===== config.mk =====
export PLATFORM = sky130hd
export DESIGN_NAME = ogfruitninja_sprite_fetch
export DESIGN_NICKNAME = d
export VERILOG_FILES = /design/src/rtl/ogfruitninja_sprite_fetch.sv
export SDC_FILE = /design/constraint.sdc
export NUM_CORES = 1
export LEC_CHECK = 0
export ABC_AREA = 1
export CELL_PAD_IN_SITES_DETAIL_PLACEMENT = 0
export CELL_PAD_IN_SITES_GLOBAL_PLACEMENT = 1
export CORE_UTILIZATION = 38
export CTS_BUF_LIST = sky130_fd_sc_hd__clkbuf_2
export DETAILED_ROUTE_END_ITERATION = 6
export PLACE_DENSITY = 0.82
export RECOVER_POWER = 25
export SLEW_MARGIN = 20
export SYNTH_ARGS = -nofsm -noshare
export SYNTH_HDL_FRONTEND = slang
export SYNTH_SLANG_ARGS = --single-unit

===== constraint.sdc =====
create_clock -name Clk -period 2.82 [get_ports Clk]
set_input_delay 0.564 -clock Clk [delete_from_list [all_inputs] [get_ports Clk]]
set_output_delay 0.564 -clock Clk [all_outputs]
set_load 0.02 [all_outputs]

===== src/rtl/ogfruitninja_sprite_fetch.sv =====
// ============================================================================
// Module   : ogfruitninja_sprite_fetch
// Purpose  : Maps draw coordinates onto one animated 4-bpp ROM sprite and
//            emits a palette index plus hit flag with a fixed 3-cycle latency.
// Revision : 1.0 - initial release
// ============================================================================
`default_nettype none

module ogfruitninja_sprite_fetch #(
  parameter int unsigned SPR_W       = 64,
  parameter int unsigned SPR_H       = 64,
  parameter int unsigned FRAMES      = 4,
  parameter int unsigned FRAME_DIV   = 6,
  parameter int unsigned TRANSPARENT = 0,
  parameter int unsigned ADDR_W      = 14
) (
  input  logic                                        Clk,
  input  logic                                        Reset,
  input  logic                                        pixel_en,
  input  logic [9:0]                                  DrawX,
  input  logic [9:0]                                  DrawY,
  input  logic                                        frame_start,
  input  logic [9:0]                                  sprite_x_in,
  input  logic [9:0]                                  sprite_y_in,
  input  logic                                        sprite_en_in,
  output logic [ADDR_W-1:0]                           rom_addr,
  input  logic [3:0]                                  rom_data,
  output logic [3:0]                                  index,
  output logic                                        hit,
  output logic                                        pix_valid,
  output logic [((FRAMES > 1) ? $clog2(FRAMES) : 1)-1:0] anim_frame
);

  localparam int unsigned c_AW       = (FRAMES > 1) ? $clog2(FRAMES) : 1;
  localparam int unsigned c_FCW      = (FRAME_DIV > 1) ? $clog2(FRAME_DIV) : 1;
  localparam int unsigned c_FRAME_SZ = SPR_W * SPR_H;
  localparam logic [3:0]  c_TRANSP   = 4'(TRANSPARENT);

  logic [9:0]       r_sx;
  logic [9:0]       r_sy;
  logic             r_en;
  logic [c_FCW-1:0] r_fcnt;
  logic             r_v_d1;
  logic             r_in_d1;
  logic             r_v_d2;
  logic             r_in_d2;

  logic [10:0]       w_rx;
  logic [10:0]       w_ry;
  logic              w_inside;
  logic [ADDR_W-1:0] w_addr;

  // Zero-extended subtraction: bit 10 set means the pixel is left of / above the sprite.
  assign w_rx = {1'b0, DrawX} - {1'b0, r_sx};
  assign w_ry = {1'b0, DrawY} - {1'b0, r_sy};

  assign w_inside = r_en
                  && !w_rx[10] && (32'(w_rx[9:0]) < SPR_W)
                  && !w_ry[10] && (32'(w_ry[9:0]) < SPR_H);

  assign w_addr = ADDR_W'(32'(anim_frame) * c_FRAME_SZ
                        + 32'(w_ry[9:0]) * SPR_W
                        + 32'(w_rx[9:0]));

  // Per-frame shadow registers and animation divider
  always_ff @(posedge Clk or posedge Reset) begin
    if (Reset) begin
      r_sx       <= '0;
      r_sy       <= '0;
      r_en       <= 1'b0;
      r_fcnt     <= '0;
      anim_frame <= '0;
    end else if (frame_start) begin
      r_sx <= sprite_x_in;
      r_sy <= sprite_y_in;
      r_en <= sprite_en_in;
      if (r_fcnt == c_FCW'(FRAME_DIV - 1)) begin
        r_fcnt     <= '0;
        anim_frame <= (anim_frame == c_AW'(FRAMES - 1)) ? '0 : anim_frame + 1'b1;
      end else begin
        r_fcnt <= r_fcnt + 1'b1;
      end
    end
  end

  // Three-stage pixel pipeline: address, ROM access, palette index
  always_ff @(posedge Clk or posedge Reset) begin
    if (Reset) begin
      rom_addr  <= '0;
      r_v_d1    <= 1'b0;
      r_in_d1   <= 1'b0;
      r_v_d2    <= 1'b0;
      r_in_d2   <= 1'b0;
      index     <= '0;
      hit       <= 1'b0;
      pix_valid <= 1'b0;
    end else begin
      if (pixel_en) begin
        rom_addr <= w_inside ? w_addr : '0;
      end
      r_v_d1    <= pixel_en;
      r_in_d1   <= pixel_en && w_inside;
      r_v_d2    <= r_v_d1;
      r_in_d2   <= r_in_d1;
      hit       <= r_in_d2 && (rom_data != c_TRANSP);
      index     <= (r_in_d2 && (rom_data != c_TRANSP)) ? rom_data : 4'd0;
      pix_valid <= r_v_d2;
    end
  end

endmodule

`default_nettype wire


## Word level (Yosys, flattened, before mapping)

Cells that the tools add are included.

| cells by class | value |
|---|---|
| add/sub/neg operators | 6 |
| multiply operators | 0 |
| div/mod/pow operators | 0 |
| order comparisons | 2 |
| equality and inequality tests | 2 |
| shifts and indexed selects | 0 |
| multiplexer cells | 4 |
| bitwise operators | 0 |
| reduce and logical (&&, ||, !) cells | 10 |

Operators with widths:

| cell | count |
|---|---|
| $sub 10x10->11 | 2 |
| $lt 10x7->1 const B | 2 |
| $add 14x10->14 | 1 |
| $add 14x14->14 | 1 |
| $mux 14 | 1 |
| $logic_and 1x1->1 | 6 |
| $mux 4 | 1 |
| $reduce_bool 4->1 | 1 |
| $add 3x1->3 const B | 1 |
| $eq 3x3->1 const B | 1 |
| $mux 3 | 1 |
| $add 2x1->2 const B | 1 |
| $eq 2x2->1 const B | 1 |
| $logic_not 1->1 | 2 |
| $mux 2 | 1 |
| $reduce_and 2->1 | 1 |

| word-level totals | value |
|---|---|
| register bits | 50 |
| latch bits | 0 |
| memory bits (writable) | 0 |
| ROM bits | 0 |
| bits of input ports | 49 |
| output and inout bits | 22 |
| logic and storage cells | 37 |
| memories kept | 0 |

## Depth between registers and ports, before layout

Gate-level depths: netlist of the first run.

| depth | value |
|---|---|
| depth in word-level cells | 7 |
| depth in mapped cells | 19 |
| mapped depth without buffers | 19 |

## Worst setup path before layout of the first run

Ideal clock, no wire load.

| timing | value |
|---|---|
| path type | input port to flip-flop |
| from | input DrawX[0] |
| to | register rom_addr[11] |
| setup time | 0.117 ns |
| data arrival time | 2.509 ns |
| required time | 2.703 ns |
| slack | 0.194 ns |
| stages | 16 |
| buffers on the path | 0 |
| path through | inv_1 ha_1 fa_1 inv_1 nand2_1 nand2_1 nand3_2 nand3_2 nand2_4 ha_1 a21oi_1 nor2_1 nor2_1 nand3_1 nand3_1 nand2_1 |

| on the way | value |
|---|---|
| word-level cells in the longest chain between the ends | 7 |
| elaborated cells between the ends (all ways) | 9 |
| those cells by class | add/sub (2); order compare (1); mux (1); reduce/logical (5) |

Ends and longest elaborated chain:

| what | RTL line | text |
|---|---|---|
| start: declaration | 20 | `input logic [9:0] DrawX,` |
| $sub 10x10->11 (*) | 54 | `assign w_rx = {1'b0, DrawX} - {1'b0, r_sx};` |
| branches (longest 5 deep; another with $lt 10x7->1) | -- |  |
| $mux 14 (*) | 99 | `rom_addr <= w_inside ? w_addr : '0;` |
| end signal: assignment | 99 |  |
| end: declaration | 26 | `output logic [ADDR_W-1:0] rom_addr,` |

Every way passes the cells marked *.
A chain may end at the register's enable or synchronous reset.

## Final worst setup path of the first run

Ends and elaborated chain as after synthesis.

==> flow_summary.toml, run 1 <==
[outcome]
status = "completed"

[worst_setup_path]
cp-end-kind = "flop"
crit_buf_inv = 3
start_kind = "input pin"
path_cells = "clkdlybuf4s50_1, inv_1, ha_2, fa_2, inv_1, nand2_1, nand2_2, nand3_2, nand3_2, nand2_4, ha_1, a21oi_2, nor2_1, nor2_1, nand2_1, nand2_1, nand3_1, nand2_1"
setup.worst_path.class = "in2reg"
worst_path_largest_cell_delay_ns = 0.45
cp_data_required_time_ns = 3.21
cp_top_family = "adder cells"
worst_path_most_repeated_cell = "nand2_1"
crit_fanout = 3
cpMaxStageDelayCell = "clkdlybuf4s50_1"
worst-endpoint-arrival_ns = 3.07

[finish]
multi_input_area_um2 = 1760
syn_to_final_growth_pct = 34.0
n_antenna_cell = 0
layout-drive-gt1-share_pct = 13.6
final_nets = 606
seqCellArea_um2 = 1250
n_fill_cell = 825

[die]
dieArea_um2 = 9030
core_um2 = 8300
ios = 71
die_w_um = 95.0
start_util_pct = 39.6
die_h_um = 95.0
row_count = 33

[sta]
maxSlewViolCount = 0
slew_headroom_pct = 21.0
whs_ns = 0.387
worst_slack_ns = 0.137
hold_violations = 0
fmax_ghz = 0.373
rsz0062_at_grt = "false"
period_minus_slack_ns = 2.68
setup_viol = 0
skew_ns = 0.0201
fin_crit_sh_pct = 95.2
fin_setup_tns_ns = 0
worstMarginPinSlew_ns = 1.18

[yosys]
syn_nets = 505
avgSynthCellArea_um2 = 7.70
synth_area_um2 = 3290
synth_cells = 427
synth-seq-cells = 50
synth-seq-area-share_pct = 38.0
yosys_warnings = 0
ys_types = 29

[clocking]
clockBufferDepth = 2
cts_hold_buf = 0
cts_root_buf = "clkbuf_2"
cts.htree.levels = 2
numClockSinks = 50
numCtsBuffers = 5
cts-resized-gates = 0
post_cts_buffers = 0
insertion_delay_ns = 0.44
path_clk_slew_ns = 0.27
cts_tree = "built"

[pwr]
power_density_nw_per_um2 = 501
leakagePower_nw = 2.31
ir_worst_vdd_v = 0.000251

[global_routing]
grt_max_degree = 41
use_met2_pct = 29.7
grt_first_pass_wirelength_um = 12700
antenna_found_initial = 0
grtUsageMet3_pct = 2.79
top_usage_layer = "met2"
grt_usage_pct = 18.0
grt_pass1_vias = 2857
grt_overflow_total = 0
global_route.usage.met1_pct = 24.6

[worst_hold_path]
min_path_type = "reg2reg"

[routing]
vias = 2880
post-route-drc-count = 0
ant_nets = 0
avgRoutedWirePerCell_um = 11.3
vias_per_cell = 4.54
drt_iter0_drc = 92
wl_um = 7170
drtPass1Iterations = 6

[job]
maxCapViolCount = 0

[place]
port_buffers = 70
routabilityCongestion = 0.864
place_ws_ns = -0.453
dp_hpwl_um = 5920
## layout by cell type (no fill, tap or decap), types with 2 or more instances in the layout
cell	n
a21oi_1	11
a21oi_2	3
buf_4	28
clkbuf_2	5
clkdlybuf4s50_1	68
dfrtp_1	50
dlygate4sd3_1	2
fa_1	2
ha_1	25
inv_1	72
inv_2	2
mux2_2	3
nand2_1	125
nand2_2	6
nand3_1	28
nand3_2	3
nand4_1	8
nor2_1	25
nor2_2	2
nor2_4	3
o21a_1	2
o21ai_0	23
o21ai_2	9
xnor2_1	2
xor2_1	9
## power breakdown
group | switching (W) | internal [W] | leakage [nW]
Clock | 0.000249 | 0.000152 | 0.0433
Combinational | 0.000542 | 0.000453 | 1.63
Sequential | 0.0000332 | 0.000779 | 0.641
## Yosys cell counts
master / count / area share, %
nand3_1: 28 / 4.3
a21oi_4: 1 / 0.49
inv_2: 2 / 0.23
dfrtp_1: 50 / 38
o21ai_2: 9 / 2.4
nand3b_1: 1 / 0.23
nor2_1: 25 / 2.9
nand2_4: 1 / 0.34
o21ai_0: 23 / 3.5
nor3_1: 1 / 0.15
fa_1: 3 / 1.8
a21oi_2: 2 / 0.53
a21oi_1: 12 / 1.8
nand2_1: 127 / 14
o21bai_1: 1 / 0.23
o41ai_1: 1 / 0.27
clkbuf_1: 5 / 0.57
xnor2_1: 2 / 0.53
nand4_4: 1 / 0.65
inv_1: 72 / 8.2
nor2_2: 2 / 0.38
mux2_2: 3 / 1.0
nand3_2: 3 / 0.91
ha_1: 26 / 9.9
nand4_1: 8 / 1.5
nand2_2: 4 / 0.76
nor2_4: 3 / 1.0
o21a_1: 2 / 0.46
xor2_1: 9 / 2.4
## worst register-to-register path, delay by kind of cell, from the launching register on
family	cells	cell delay, ns
adders and majority gates	3	0.88
and+or+nand+nor	11	0.87
DFF	1	0.45
AOI/OAI and AO/OA	1	0.18
buffers and inverters	1	0.08
## flip-flops by register name, summed over array words and instances, names as in the netlist
register and flops:
r_in_d1 1, hit 1, index 4, r_v_d1 1, pix_valid 1, r_in_d2 1, rom_addr 14, anim_frame 2
r_sx 10, r_fcnt 3, r_sy 10, r_en 1, r_v_d2 1
## cell families after synthesis
| family | Yosys count | share of synthesized area, % |
|---|---|---|
| flip-flops | 50 | 38.0 |
| multiplexers | 3 | 1.03 |
| XOR/XNOR | 11 | 2.93 |
| AND/OR/NAND/NOR | 204 | 27.6 |
| adder cells (fa/ha/maj) | 29 | 11.7 |
| buffers and inverters | 79 | 9.02 |
| AO/OA/AOI/OAI | 51 | 9.70 |
## path summary, 6_finish.rpt
check | startpoint | endpoint | slack, ns | depth (start not counted)
max | DrawX[0] | rom_addr[11] | 0.14 | 18
max in group asynchronous | Reset | r_sy[1] | 0.44 | 3
min | r_v_d2 | pix_valid | 0.39 | 0
max reg2reg | r_sx[0] | rom_addr[11] | 0.31 | 16
min in group asynchronous | Reset | rom_addr[5] | 0.74 | 2
min reg2reg | r_v_d2 | pix_valid | 0.39 | 0
## per-layer routing
layer | share of wire [%] | wire length, um
met1 | 50 | 3580
met2 | 45 | 3230
met3 | 3.7 | 267
met4 | 1.3 | 92
met5 | 0 | 0
## through the flow
step / total power, W / std cells / utilization [%] / area, um2
detailed placement: 0.00182 / 626 / 52.2 / 4330
global placement: 0.00180 / 626 / 52.2 / 4330
CTS: 0.00224 / 634 / 53.0 / 4400
floorplan: 0.00145 / 427 / - / 3290
global route: 0.00240 / 634 / 53.1 / 4410
finish: 0.00221 / 634 / 53.1 / 4410
## cell type report
cell class | count | share of cell area [%]
flip-flops and latches | 50 | 28.4
clock buffers | 5 | 0.568
well taps | 105 | 2.98
inverters | 74 | 6.30
multi-input cells | 298 | 39.8
clock inverters | 3 | 0.993
repair buffers | 99 | 20.9
Note: power is estimated with default switching activity, not from simulation.
==> run 2: changes to the inputs <==
- CAP_MARGIN: unset -> 40
- CTS_CLUSTER_SIZE: unset -> 12
==> results of run 2 <==
Final layout, timing and power as in run 1 (identical DEF).
==> run 3: changes to the inputs <==
- SKIP_CTS_REPAIR_TIMING: unset -> 1
==> results of run 3 <==
Final layout, timing and power as in run 1 (identical DEF).
